--- config.mk ---
export PLATFORM = sky130hd
export DESIGN_NAME = setpoint_entry
export DESIGN_NICKNAME = d
export VERILOG_FILES = /design/src/rtl/oven_pkg.sv /design/src/rtl/btn_edge.sv /design/src/rtl/setpoint_entry.sv
export SDC_FILE = /design/constraint.sdc
export NUM_CORES = 1
export LEC_CHECK = 0
export ABC_CLOCK_PERIOD_IN_PS = 4700
export BUFFER_PORTS_ARGS = -buffer_cell sky130_fd_sc_hd__clkbuf_2
export CAP_MARGIN = 5
export CORE_MARGIN = 2
export CORE_UTILIZATION = 45
export CTS_CLUSTER_SIZE = 16
export DETAILED_ROUTE_END_ITERATION = 8
export PLACE_DENSITY_LB_ADDON = 0.25
export SLEW_MARGIN = 10
export SYNTH_ARGS = -nofsm -noshare
export SYNTH_HDL_FRONTEND = slang
export SYNTH_HIERARCHICAL = 1
export SYNTH_SLANG_ARGS = --single-unit
--- constraint.sdc ---
create_clock -name clk -period 4.7 [get_ports clk]
set_input_delay 0.94 -clock clk [delete_from_list [all_inputs] [get_ports clk]]
set_output_delay 0.94 -clock clk [all_outputs]
set_load 0.03 [all_outputs]
--- src/rtl/oven_pkg.sv ---
// Shared types and constants for the oven front-panel blocks.
// to_bcd is evaluated at elaboration to build the reset and clamp digit vectors.
package oven_pkg;

  typedef enum logic [1:0] {IDLE, EDIT, CONVERT, CHECK} state_t;

  localparam int BTN_COMMIT = 0;
  localparam int BTN_NEXT   = 1;
  localparam int BTN_LOAD   = 2;

  localparam int BCD_MAX_DIGITS = 8;

  function automatic logic [4*BCD_MAX_DIGITS-1:0] to_bcd(input int value, input int num_digits);
    logic [4*BCD_MAX_DIGITS-1:0] bcd;
    int rem;
    bcd = '0;
    rem = value;
    for (int k = 0; k < BCD_MAX_DIGITS; k++) begin
      if (k < num_digits) begin
        bcd[4*k +: 4] = 4'(rem % 10);
        rem = rem / 10;
      end
    end
    return bcd;
  endfunction

endpackage

--- src/rtl/btn_edge.sv ---
// Registered rising-edge detector; the history clears to 0 so a button
// already held at reset release still counts as one edge.
module btn_edge #(
  parameter int WIDTH = 1
) (
  input  logic             clk,
  input  logic             reset,
  input  logic [WIDTH-1:0] din,
  output logic [WIDTH-1:0] rise
);

  logic [WIDTH-1:0] hist;

  always_ff @(posedge clk) begin
    if (reset) hist <= '0;
    else       hist <= din;
  end

  assign rise = din & ~hist;

endmodule

--- src/rtl/setpoint_entry.sv ---
// Front-panel setpoint entry: edit BCD digits, convert MSD-first to binary,
// clamp to [MIN_VAL, MAX_VAL] and publish with a one-cycle valid strobe.
//
// state   | meaning
// IDLE    | panel off; digits, sel and value held
// EDIT    | load/next edges edit digits, commit starts conversion
// CONVERT | one digit per cycle, acc <- acc*10 + digit, MSD first
// CHECK   | clamp, publish value, pulse valid, back to EDIT
module setpoint_entry
  import oven_pkg::*;
#(
  parameter int NUM_DIGITS  = 3,
  parameter int VAL_W       = 10,
  parameter int MIN_VAL     = 300,
  parameter int MAX_VAL     = 500,
  parameter int DEFAULT_VAL = 300
) (
  input  logic                          clk,
  input  logic                          reset,
  input  logic                          on_off,
  input  logic [2:0]                    btn,
  input  logic [3:0]                    sw,
  output logic [4*NUM_DIGITS-1:0]       digits,
  output logic [$clog2(NUM_DIGITS)-1:0] sel,
  output logic [VAL_W-1:0]              value,
  output logic                          valid,
  output logic                          busy,
  output logic                          clamped
);

  localparam int SEL_W = $clog2(NUM_DIGITS);
  localparam logic [4*NUM_DIGITS-1:0] RST_DIGITS = (4*NUM_DIGITS)'(to_bcd(DEFAULT_VAL, NUM_DIGITS));
  localparam logic [4*NUM_DIGITS-1:0] MIN_DIGITS = (4*NUM_DIGITS)'(to_bcd(MIN_VAL, NUM_DIGITS));
  localparam logic [4*NUM_DIGITS-1:0] MAX_DIGITS = (4*NUM_DIGITS)'(to_bcd(MAX_VAL, NUM_DIGITS));
  localparam logic [VAL_W-1:0] MIN_V    = VAL_W'(MIN_VAL);
  localparam logic [VAL_W-1:0] MAX_V    = VAL_W'(MAX_VAL);
  localparam logic [VAL_W-1:0] DEF_V    = VAL_W'(DEFAULT_VAL);
  localparam logic [SEL_W-1:0] LAST_SEL = SEL_W'(NUM_DIGITS - 1);

  state_t           state;
  logic [VAL_W-1:0] acc;
  logic [VAL_W-1:0] acc_next;
  logic [SEL_W-1:0] cnt;
  logic [2:0]       rise;
  logic [3:0]       sw_sat;
  logic [3:0]       cur_digit;

  btn_edge #(.WIDTH(3)) u_btn_edge (
    .clk   (clk),
    .reset (reset),
    .din   (btn),
    .rise  (rise)
  );

  assign sw_sat    = (sw > 4'd9) ? 4'd9 : sw;
  assign cur_digit = digits[4*cnt +: 4];
  // Intermediate sums never exceed the final value, so VAL_W bits suffice.
  assign acc_next  = (acc << 3) + (acc << 1) + VAL_W'(cur_digit);

  always_ff @(posedge clk) begin
    if (reset) begin
      state   <= IDLE;
      digits  <= RST_DIGITS;
      sel     <= '0;
      value   <= DEF_V;
      valid   <= 1'b0;
      busy    <= 1'b0;
      clamped <= 1'b0;
      acc     <= '0;
      cnt     <= '0;
    end else begin
      valid <= 1'b0;
      if (!on_off) begin
        state <= IDLE;
        busy  <= 1'b0;
      end else begin
        case (state)
          IDLE: state <= EDIT;
          EDIT: begin
            if (rise[BTN_COMMIT]) begin
              state <= CONVERT;
              busy  <= 1'b1;
              acc   <= '0;
              cnt   <= LAST_SEL;
            end else begin
              if (rise[BTN_LOAD]) digits[4*sel +: 4] <= sw_sat;
              if (rise[BTN_NEXT]) sel <= (sel == LAST_SEL) ? '0 : sel + 1'b1;
            end
          end
          CONVERT: begin
            acc <= acc_next;
            if (cnt == '0) state <= CHECK;
            else           cnt   <= cnt - 1'b1;
          end
          CHECK: begin
            if (acc < MIN_V) begin
              value   <= MIN_V;
              digits  <= MIN_DIGITS;
              clamped <= 1'b1;
            end else if (acc > MAX_V) begin
              value   <= MAX_V;
              digits  <= MAX_DIGITS;
              clamped <= 1'b1;
            end else begin
              value   <= acc;
              clamped <= 1'b0;
            end
            valid <= 1'b1;
            busy  <= 1'b0;
            state <= EDIT;
          end
          default: state <= IDLE;
        endcase
      end
    end
  end

endmodule

==> impl_results.md, run 1 <==
- DP Cell Count: between 300 and 400
- Vias: approximately 2200
- CP max FO: 7
- Setup CP Type: flop to flop
- Final std cells w/o fill: roughly 400
- Longest Clk Path Bufs: 2
- Setup-failing EPs final: 0
- Netlist cell types: between 50 and 60
- Clk sinks: 44
- Rows: 27
- Fin. Hold Viols: 0
- Gpl congestion: between 0.8 and 0.9
- Most area-consuming cells after synthesis: dfxtp_1 (35%), ha_1 (11%), mux2i_1 (7.1%)
- Number of synthesized flops with an enable pin: 0
- Initial Utilization: between 40% and 50%
- Root cell of the clock tree: clkbuf_8
- Async set-reset flop share out of synthesis: 0%
- Main flop type after synthesis: dfxtp_1
- Initial antenna violation count: 0
- Die W: about 79 microns
- YS warnings: 6
- Drc violations: 0
- Setup TNS: 0 ns
- Count leader, synth: dfxtp_1
- Critical path's top delay family: compound AO/OA/AOI/OAI gates
- IO buf count: 36
- Mapped Area: roughly 0.0025 sq mm
- Setup Fix Bufs, Post-CTS: 0
- Synthesized flop and latch total: 44
- Setup crit start kind: flop
- Arrival time at the worst endpoint: 3.10 ns
- Core area: approximately 0.0055 sq mm
- Biggest cell delay along the critical path: approximately 0.5 ns
- Worst Setup End Kind: flop
- Global-route usage over all layers: about a fifth
- Req. time, crit path: slightly below 5 ns
- Synthesized Nets: 325
- Routed len/inst: 14.7 microns
- Max Cap Viol: 0
- Slew Limit Fails: 0
- Resized cells post-CTS: 0
- Vias per Instance: 5.53
- Clock latency on the worst-skew pair: 0.30 ns
- DP Wirelength: around 4.4 mm
- DRT antenna net count: 0
- Hold Crit Class: flop to flop
- Synth top area share: between 30% and 40%
- Final worst path period share: about three fifths
- Synth top cells by count: dfxtp_1 (44), nand2_1 (30), ha_1 (22), nand3_1 (21), a21oi_1 (20)
- Syn Area/Cell: between 8 and 9 sq um
- Worst VDD drop: about 0.19 mV
- Post-Synthesis Cells: between 200 and 300
- Unrepaired setup endpoints after global routing: false
- Lkg Pwr: between 1 and 1.5 nW
- Final Cell Area: a little under 0.003 sq mm
- Synthesis-to-layout area growth: 13.6%
- Clock Skew: roughly 0.0095 ns
- Worst slew pin tran: a little over 0.7 ns
- Synth area leader: dfxtp_1
- Vias in the first global route: between 2000 and 2500
- Net count, final: 356
- Inserted Clock Buffers: 5
- Largest net degree at the start of global routing: 30
- Cells along the critical path: mux2i_1, nor2_1, a31oi_1, fa_1, inv_1, ha_1, a211oi_1, o21ai_0, a2111o_1, o311ai_1
- Die area: ~0.0063 sq mm
- GRT overflow: 0
- Hold_buf cts: 0
- PD cells: roughly 260 mW/mm^2
- Placed inst area: roughly 0.0028 sq mm
- Post-Route WL: 5.81 mm
- CP bufs+invs: 1
- Slew HR: about half
- Fmax: about 340 MHz
- DRC violation total after the first TritonRoute iteration: roughly 170
- Sequential area share after synthesis: 34.6%
- Clock transition at the registers of the reported paths: ~0.090 ns
- Chip height: 79.3 microns
- DRT Pass-1 Iters: 6
- First-pass GRT wire length: between 9 and 10 mm
- CP max-delay cell: dfxtp_1
- Status: completed
- CTS H-tree lvls: 2
- Tmin final: slightly below 3 ns
- N_diodes: 0
- Top-Level Pins: 37
- CTS tree: yes
- Fraction of layout cells with a size suffix above 1: between 15 and 20%
[worst paths after layout]
check	from	end	slack, ns	depth (start not counted)
worst max-delay path	cnt[0]	acc[7]	1.80	10
worst min-delay path	value[8]	value[8]	0.47	1
worst max register to register	cnt[0]	acc[7]	1.80	10
worst min register to register	value[8]	value[8]	0.47	1
[metrics by stage]
step           total power, mW  utilization (%)  hold WS [ns]  setup WS, ns
4_1_cts                  0.742             52.9         0.467          1.77
6_report                 0.739             52.9         0.470          1.80
3_5_place_dp             0.440             50.7         0.443          1.76
2_1_floorplan            0.425                -         0.467          1.97
3_3_place_gp             0.440             50.7         0.449          1.83
5_1_grt                  0.764             52.9         0.486          1.56
[worst register-to-register path, stage by stage, from the launching register on]
cell	delay [ns]
dfxtp_1	0.51
mux2i_1	0.22
nor2_1	0.05
a31oi_1	0.19
fa_1	0.43
inv_1	0.11
ha_1	0.25
a211oi_1	0.32
o21ai_0	0.19
a2111o_1	0.44
o311ai_1	0.09
[power by group]
part	internal, mW	switching (mW)	leakage (nW)	total (mW)
Clock	0.174	0.133	0.0614	0.307
Combinational	0.0171	0.0337	0.849	0.0508
Sequential	0.377	0.00382	0.356	0.381
Total	0.568	0.171	1.27	0.739
[cell usage in the layout, fill, tap and decap left out, types with 5 or more instances in the layout]
| master | n |
|---|---|
| a211oi_1 | 5 |
| a21oi_1 | 20 |
| clkbuf_2 | 36 |
| clkbuf_8 | 6 |
| dfxtp_1 | 44 |
| ha_1 | 22 |
| inv_1 | 16 |
| mux2i_1 | 18 |
| nand2_1 | 30 |
| nand3_1 | 21 |
| nor2_1 | 15 |
| nor2b_1 | 7 |
| o21ai_0 | 16 |
[flip-flops by register name, summed over array words and instances, names as in the netlist]
name and cells:
acc 10, busy 1, clamped 1, cnt 2, digits 12, sel 2
state 2, u_btn_edge/hist 3, valid 1, value 10
[routing by layer]
metal	track usage (%)	wire (microns)
met5	0	0
met4	5.17	61
met3	3.75	234
met2	30.3	2610
met1	28.0	2900
[final cells by class]
| class | instances | area (sq um) |
|---|---|---|
| clock buffer | 6 | 82.6 |
| clock inverter | 2 | 38.8 |
| fill | 564 | 2580 |
| inverter | 17 | 63.8 |
| multi-input combinational | 218 | 1560 |
| sequential | 44 | 881 |
| tap | 72 | 90.1 |
| timing repair buffer | 36 | 180 |
[cells by family (layout without fill, tap and decap cells)]
| logic type | after synthesis | in the layout | share of synthesized area (%) |
|---|---|---|---|
| compound gates | 73 | 73 | 20.1 |
| xor+xnor | 4 | 4 | 1.37 |
| fa+ha+maj | 24 | 24 | 12.4 |
| buf+inv | 29 | 61 | 4.27 |
| flops | 44 | 44 | 34.6 |
| mux | 19 | 19 | 7.51 |
| simple gates | 98 | 98 | 19.8 |
Note: power is estimated with default switching activity, not from simulation.
==> inputs of run 2 (changes only) <==
Settings changed: ABC_CLOCK_PERIOD_IN_PS 4700 to 2810.
Clock period 4.7 ns to 2.81 ns, I/O delays scaled along.
==> run 2 against run 1 <==
Compared with the run above:
- global-route usage increased by 0.17 points
- maximum frequency increased by 11%
- cell count increased by 0.51%
- total power increased by 74%
- sequential cell count unchanged
- die area unchanged
- combinational power increased by 73%
- sequential power increased by 67%
- register-to-register slack got worse by 1.6 ns
- final area increased by 1.3%
- sequential share of layout area decreased by 0.33 points
- first-iteration DRC count decreased by 15%
- critical path type unchanged
- highest routed layer unchanged
==> impl_results.md, run 2 (synthesized netlist as in run 1, its figures left out) <==
- Drc violations: 0 (unchanged)
- Worst Setup End Kind: flop (unchanged)
- Die area: 0.00628 sq mm (unchanged)
- Pint: 1.01 mW (was 0.568 mW)
- Die W: 79.3 microns (unchanged)
- Hold Crit Class: flop to flop (unchanged)
- Root cell of the clock tree: clkbuf_8 (unchanged)
- Largest net degree at the start of global routing: 18 (was 30)
- Max Cap Viol: 0 (unchanged)
- N_diodes: 0 (unchanged)
- Clock Skew: 0.00654 ns (was 0.00953 ns)
- Lkg Pwr: 1.29 nW (was 1.27 nW)
- Chip height: 79.3 microns (unchanged)
- Resized cells post-CTS: 0 (unchanged)
- Max reg flops: 12 (unchanged)
- Final std cells w/o fill: 397 (was 395)
- Sw power: 0.276 mW (was 0.171 mW)
- Cells along the critical path: buf_4, mux2i_1, o21ai_0, ha_1, ha_1, fa_1, a21oi_1, o211ai_1, o21a_1, o21ai_0 (was mux2i_1, nor2_1, a31oi_1, fa_1, inv_1, ha_1, a211oi_1, o21ai_0, a2111o_1, o311ai_1)
- Final core utilization: 53.6% (was 52.9%)
- Clk sinks: 44 (unchanged)
- Most frequent cells in the layout: dfxtp_1 (43), clkbuf_2 (36), nand2_1 (30) (was dfxtp_1 (44), clkbuf_2 (36), nand2_1 (30))
- GRT overflow: 0 (unchanged)
- Setup crit start kind: flop (unchanged)
- Worst slew pin tran: 0.785 ns (was 0.725 ns)
- Tmin final: 2.61 ns (was 2.90 ns)
- Vias per Instance: 5.51 (was 5.53)
- Largest registers: digits: 12 flops, acc: 10 flops, value: 10 flops (unchanged)
- PD cells: 439 mW/mm^2 (was 255 mW/mm^2)
- Biggest cell delay along the critical path: 0.41 ns (was 0.51 ns)
- Gpl congestion: 0.784 (was 0.802)
- Synthesis-to-layout area growth: 15.0% (was 13.6%)
- Fraction of layout cells with a size suffix above 1: 18.5% (was 17.3%)
- Arrival time at the worst endpoint: 2.82 ns (was 3.10 ns)
- First-pass GRT wire length: 9.97 mm (was 9.84 mm)
- Slew HR: 46.9% (was 51.4%)
- Initial Utilization: 46.6% (unchanged)
- Vias: 2189 (was 2186)
- IO buf count: 36 (unchanged)
- Final Cell Area: 0.00293 sq mm (was 0.00290 sq mm)
- Sequential Power Share: 49.5% (was 51.5%)
- Sw Ratio: 21.5% (was 23.1%)
- Top reg by flops: digits (unchanged)
- Fin. Hold Viols: 0 (unchanged)
- Post-Route WL: 5.84 mm (was 5.81 mm)
- Setup TNS: 0 ns (unchanged)
- Clock transition at the registers of the reported paths: 0.08 ns (was 0.09 ns)
- Hold_buf cts: 0 (unchanged)
- CTS tree: yes (unchanged)
- Most common cell after layout, fill and taps aside: dfxtp_1 (unchanged)
- Multi-input logic area: 0.00156 sq mm (about the same)
- DRT Pass-1 Iters: 4 (was 6)
- Placed inst area: 0.00280 sq mm (was 0.00277 sq mm)
- Setup Fix Bufs, Post-CTS: 0 (unchanged)
- Longest Clk Path Bufs: 2 (unchanged)
- Slew Limit Fails: 0 (unchanged)
- Inserted Clock Buffers: 5 (unchanged)
- Critical path's top delay family: adder cells (was compound AO/OA/AOI/OAI gates)
- Fmax: 384 MHz (was 345 MHz)
- Global-route usage over all layers: 19.8% (was 19.6%)
- Top-Level Pins: 37 (unchanged)
- Worst VDD drop: 0.329 mV (was 0.186 mV)
- Clock network fraction of total power: 43.7% (was 41.6%)
- DP Wirelength: 4.38 mm (was 4.37 mm)
- CP max FO: 4 (was 7)
- Setup-failing EPs final: 0 (unchanged)
- Final worst path period share: 92.8% (was 61.7%)
- Core area: 0.00547 sq mm (unchanged)
- Routed len/inst: 14.7 microns (about the same)
- CP max-delay cell: fa_1 (was dfxtp_1)
- DP Cell Count: 390 (was 387)
- Logic pwr share: 6.8% (was 6.9%)
- CP bufs+invs: 1 (unchanged)
- Fill count: 526 (was 564)
- Unrepaired setup endpoints after global routing: false (unchanged)
- Vias in the first global route: 2122 (was 2126)
- DRC violation total after the first TritonRoute iteration: 140 (was 165)
- Sequential cell area: 882 sq um (was 881 sq um)
- Clock latency on the worst-skew pair: 0.30 ns (about the same)
- Status: completed (unchanged)
- CTS H-tree lvls: 2 (unchanged)
- Hold WS: 0.464 ns (was 0.470 ns)
- Net count, final: 359 (was 356)
- Req. time, crit path: 3.02 ns (was 4.90 ns)
- Setup CP Type: flop to flop (unchanged)
- Initial antenna violation count: 0 (unchanged)
- DRT antenna net count: 0 (unchanged)
- Rows: 27 (unchanged)
==> run 2: path summary, 6_finish.rpt <==
path,from,slack (ns),cells past startpoint,endpoint
setup / recovery,cnt[0],0.20,10,acc[8]
hold / removal,value[8],0.46,1,value[8]
setup reg to reg,cnt[0],0.20,10,acc[8]
hold reg to reg,value[8],0.46,1,value[8]
==> run 2: power by group through the flow <==
| stage | Clock [mW] | Sequential (mW) | Combinational (mW) |
|---|---|---|---|
| after floorplan | 0 | 0.654 | 0.0571 |
| after global placement | 0 | 0.651 | 0.0866 |
| after detailed placement | 0 | 0.651 | 0.0870 |
| after CTS | 0.577 | 0.637 | 0.0875 |
| after global routing | 0.599 | 0.638 | 0.0981 |
| final | 0.562 | 0.637 | 0.0878 |
==> run 2: worst register-to-register path: cells and delay by family, from the launching register on <==
| family | cells | cell delay, ns |
|---|---|---|
| AOI/OAI and AO/OA | 5 | 0.86 |
| DFF | 1 | 0.37 |
| buffers and inverters | 1 | 0.15 |
| adders and majority gates | 3 | 0.95 |
| muxes | 1 | 0.21 |
==> run 2: through the flow <==
step / power (mW) / setup slack [ns]
2_1_floorplan: 0.712 / 0.0790
3_3_place_gp: 0.738 / 0.183
3_5_place_dp: 0.738 / 0.0819
4_1_cts: 1.30 / 0.0463
5_1_grt: 1.33 / 0.00706
6_report: 1.29 / 0.204
==> run 2: per-layer routing <==
| layer | track usage [%] | part of all wire, % | wire length [microns] |
|---|---|---|---|
| met5 | 0 | 0 | 0 |
| met4 | 4.66 | 1.0 | 61 |
| met3 | 3.52 | 3.0 | 174 |
| met2 | 30.9 | 45 | 2610 |
| met1 | 28.4 | 51 | 2990 |
==> run 2: layout make-up <==
class	instances	area share, %
Multi-Input combinational cell	218	53.4
Clock buffer	5	2.35
Clock inverter	2	2.05
Tap cell	72	3.07
Sequential cell	44	30.1
Timing Repair Buffer	39	6.91
Inverter	17	2.18
==> inputs of run 3 (changes only) <==
Settings changed: PLACE_DENSITY set to 0.62, PLACE_DENSITY_LB_ADDON 0.25 to not set.
==> run 3 against run 2 <==
Compared with the run above:
- worst setup slack worse by 0.0076 ns
- clock skew fell by 0.0011 ns
- die area unchanged
- first-iteration DRC count shrank 2.1%
- non-clock buffer count is 1 higher
- critical endpoint is now acc[6]
- cell count grew 0.50%
- count of clock-buffer cells in the layout rose by 1
- global-route usage grew 0.14 points
- critical path type unchanged
==> impl_results.md, run 3 (synthesized netlist as in run 1, its figures left out) <==
- Setup TNS: 0 ns (unchanged)
- Drc violations: 0 (unchanged)
- Most frequent cells in the layout: dfxtp_1 (42), clkbuf_2 (36), nand2_1 (30) (was dfxtp_1 (43), clkbuf_2 (36), nand2_1 (30))
- Hold WS: 0.455 ns (was 0.464 ns)
- IO buf count: 36 (unchanged)
- Vias per Instance: 5.44 (was 5.51)
- Setup crit start kind: flop (unchanged)
- Hold Crit Class: flop to flop (unchanged)
- Largest net degree at the start of global routing: 17 (was 18)
- Clock transition at the registers of the reported paths: 0.09 ns (was 0.08 ns)
- Gpl congestion: 0.764 (was 0.784)
- Inserted Clock Buffers: 5 (unchanged)
- Final core utilization: 53.2% (was 53.6%)
- Synthesis-to-layout area growth: 14.1% (was 15.0%)
- Post-Route WL: 5.93 mm (was 5.84 mm)
- DRT Pass-1 Iters: 4 (unchanged)
- Clock latency on the worst-skew pair: 0.30 ns (about the same)
- Vias: 2169 (was 2189)
- Most common cell after layout, fill and taps aside: dfxtp_1 (unchanged)
- N_diodes: 0 (unchanged)
- PD cells: 395 mW/mm^2 (was 439 mW/mm^2)
- Setup Fix Bufs, Post-CTS: 0 (unchanged)
- Worst VDD drop: 0.322 mV (was 0.329 mV)
- Longest Clk Path Bufs: 2 (unchanged)
- DRC violation total after the first TritonRoute iteration: 137 (was 140)
- CTS H-tree lvls: 2 (unchanged)
- Tmin final: 2.61 ns (about the same)
- Initial antenna violation count: 0 (unchanged)
- Core area: 0.00547 sq mm (unchanged)
- DRT antenna net count: 0 (unchanged)
- CP max FO: 4 (unchanged)
- Final Cell Area: 0.00291 sq mm (was 0.00293 sq mm)
- Top reg by flops: digits (unchanged)
- Net count, final: 360 (was 359)
- Fraction of layout cells with a size suffix above 1: 19.6% (was 18.5%)
- Largest registers: digits: 12 flops, acc: 10 flops, value: 10 flops (unchanged)
- Worst Setup End Kind: flop (unchanged)
- Routed len/inst: 14.9 microns (was 14.7 microns)
- Status: completed (unchanged)
- Rows: 27 (unchanged)
- Req. time, crit path: 3.01 ns (was 3.02 ns)
- Worst slew pin tran: 0.718 ns (was 0.785 ns)
- First-pass GRT wire length: 9.82 mm (was 9.97 mm)
- Fmax: 383 MHz (was 384 MHz)
- Setup CP Type: flop to flop (unchanged)
- GRT overflow: 0 (unchanged)
- Arrival time at the worst endpoint: 2.82 ns (about the same)
- Max Cap Viol: 0 (unchanged)
- Root cell of the clock tree: clkbuf_8 (unchanged)
- Fin. Hold Viols: 0 (unchanged)
- Top-Level Pins: 37 (unchanged)
- Setup-failing EPs final: 0 (unchanged)
- Global-route usage over all layers: 19.9% (was 19.8%)
- Unrepaired setup endpoints after global routing: false (unchanged)
- Lkg Pwr: 1.27 nW (was 1.29 nW)
- Clock Skew: 0.00542 ns (was 0.00654 ns)
- Chip height: 79.3 microns (unchanged)
- Die area: 0.00628 sq mm (unchanged)
- CTS tree: yes (unchanged)
- Slew HR: 51.5% (was 46.9%)
- Vias in the first global route: 2048 (was 2122)
- DP Wirelength: 4.46 mm (was 4.38 mm)
- Initial Utilization: 46.6% (unchanged)
- Placed inst area: 0.00280 sq mm (about the same)
- Final worst path period share: 93.0% (was 92.8%)
- Die W: 79.3 microns (unchanged)
- Clk sinks: 44 (unchanged)
- Max reg flops: 12 (unchanged)
- Slew Limit Fails: 0 (unchanged)
==> run 3: metal layers <==
layer	wire length (microns)	part of all wire [%]	GRT usage (%)	vias up
met5	0	0	0	-
met4	66	1.1	5.69	0
met3	220	3.7	3.18	6
met1	3170	53	30.0	999
met2	2480	42	29.2	46
li1	-	-	-	1118
==> run 3: final cells by class <==
cell class | instances | area (sq um)
clock inverter | 2 | 15.0
multi-input combinational | 218 | 1560
tap | 72 | 90.1
inverter | 17 | 63.8
fill | 538 | 2560
sequential | 44 | 883
clock buffer | 6 | 82.6
timing repair buffer | 40 | 210
==> run 3: critical path: stages, from the launching register on <==
cell,delay (ns)
dfxtp_2,0.34
buf_4,0.15
nor2b_1,0.19
nand2_1,0.07
o21ai_0,0.08
ha_1,0.26
ha_1,0.25
fa_1,0.42
a21oi_1,0.23
o21ai_0,0.13
xnor2_1,0.15
o41ai_1,0.24
==> run 3: worst paths after layout <==
path / depth (start not counted) / slack (ns) / from / end
max: 11 / 0.20 / cnt[0] / acc[6]
min: 1 / 0.45 / value[8] / value[8]
max reg2reg: 11 / 0.20 / cnt[0] / acc[6]
min reg2reg: 1 / 0.45 / value[8] / value[8]
==> run 3: what timing repair did <==
item                       CTS  global route
hold buffers                 0             0
resized for setup            0             5
setup endpoints to repair    0             5
==> run 3: through the flow <==
| step | worst slack, ns | cells | power (mW) |
|---|---|---|---|
| CTS | 0.0898 | 399 | 1.16 |
| detailed placement | 0.128 | 391 | 0.739 |
| finish | 0.196 | 399 | 1.15 |
| global placement | 0.177 | 391 | 0.739 |
| global route | 0.0143 | 399 | 1.20 |
| floorplan | 0.0790 | 291 | 0.712 |
==> run 3: where the power goes <==
part	switching [mW]	internal [mW]	total, mW
Clock	0.223	0.199	0.422
Sequential	0.00641	0.630	0.637
Combinational	0.0583	0.0308	0.0891
Total	0.288	0.860	1.15
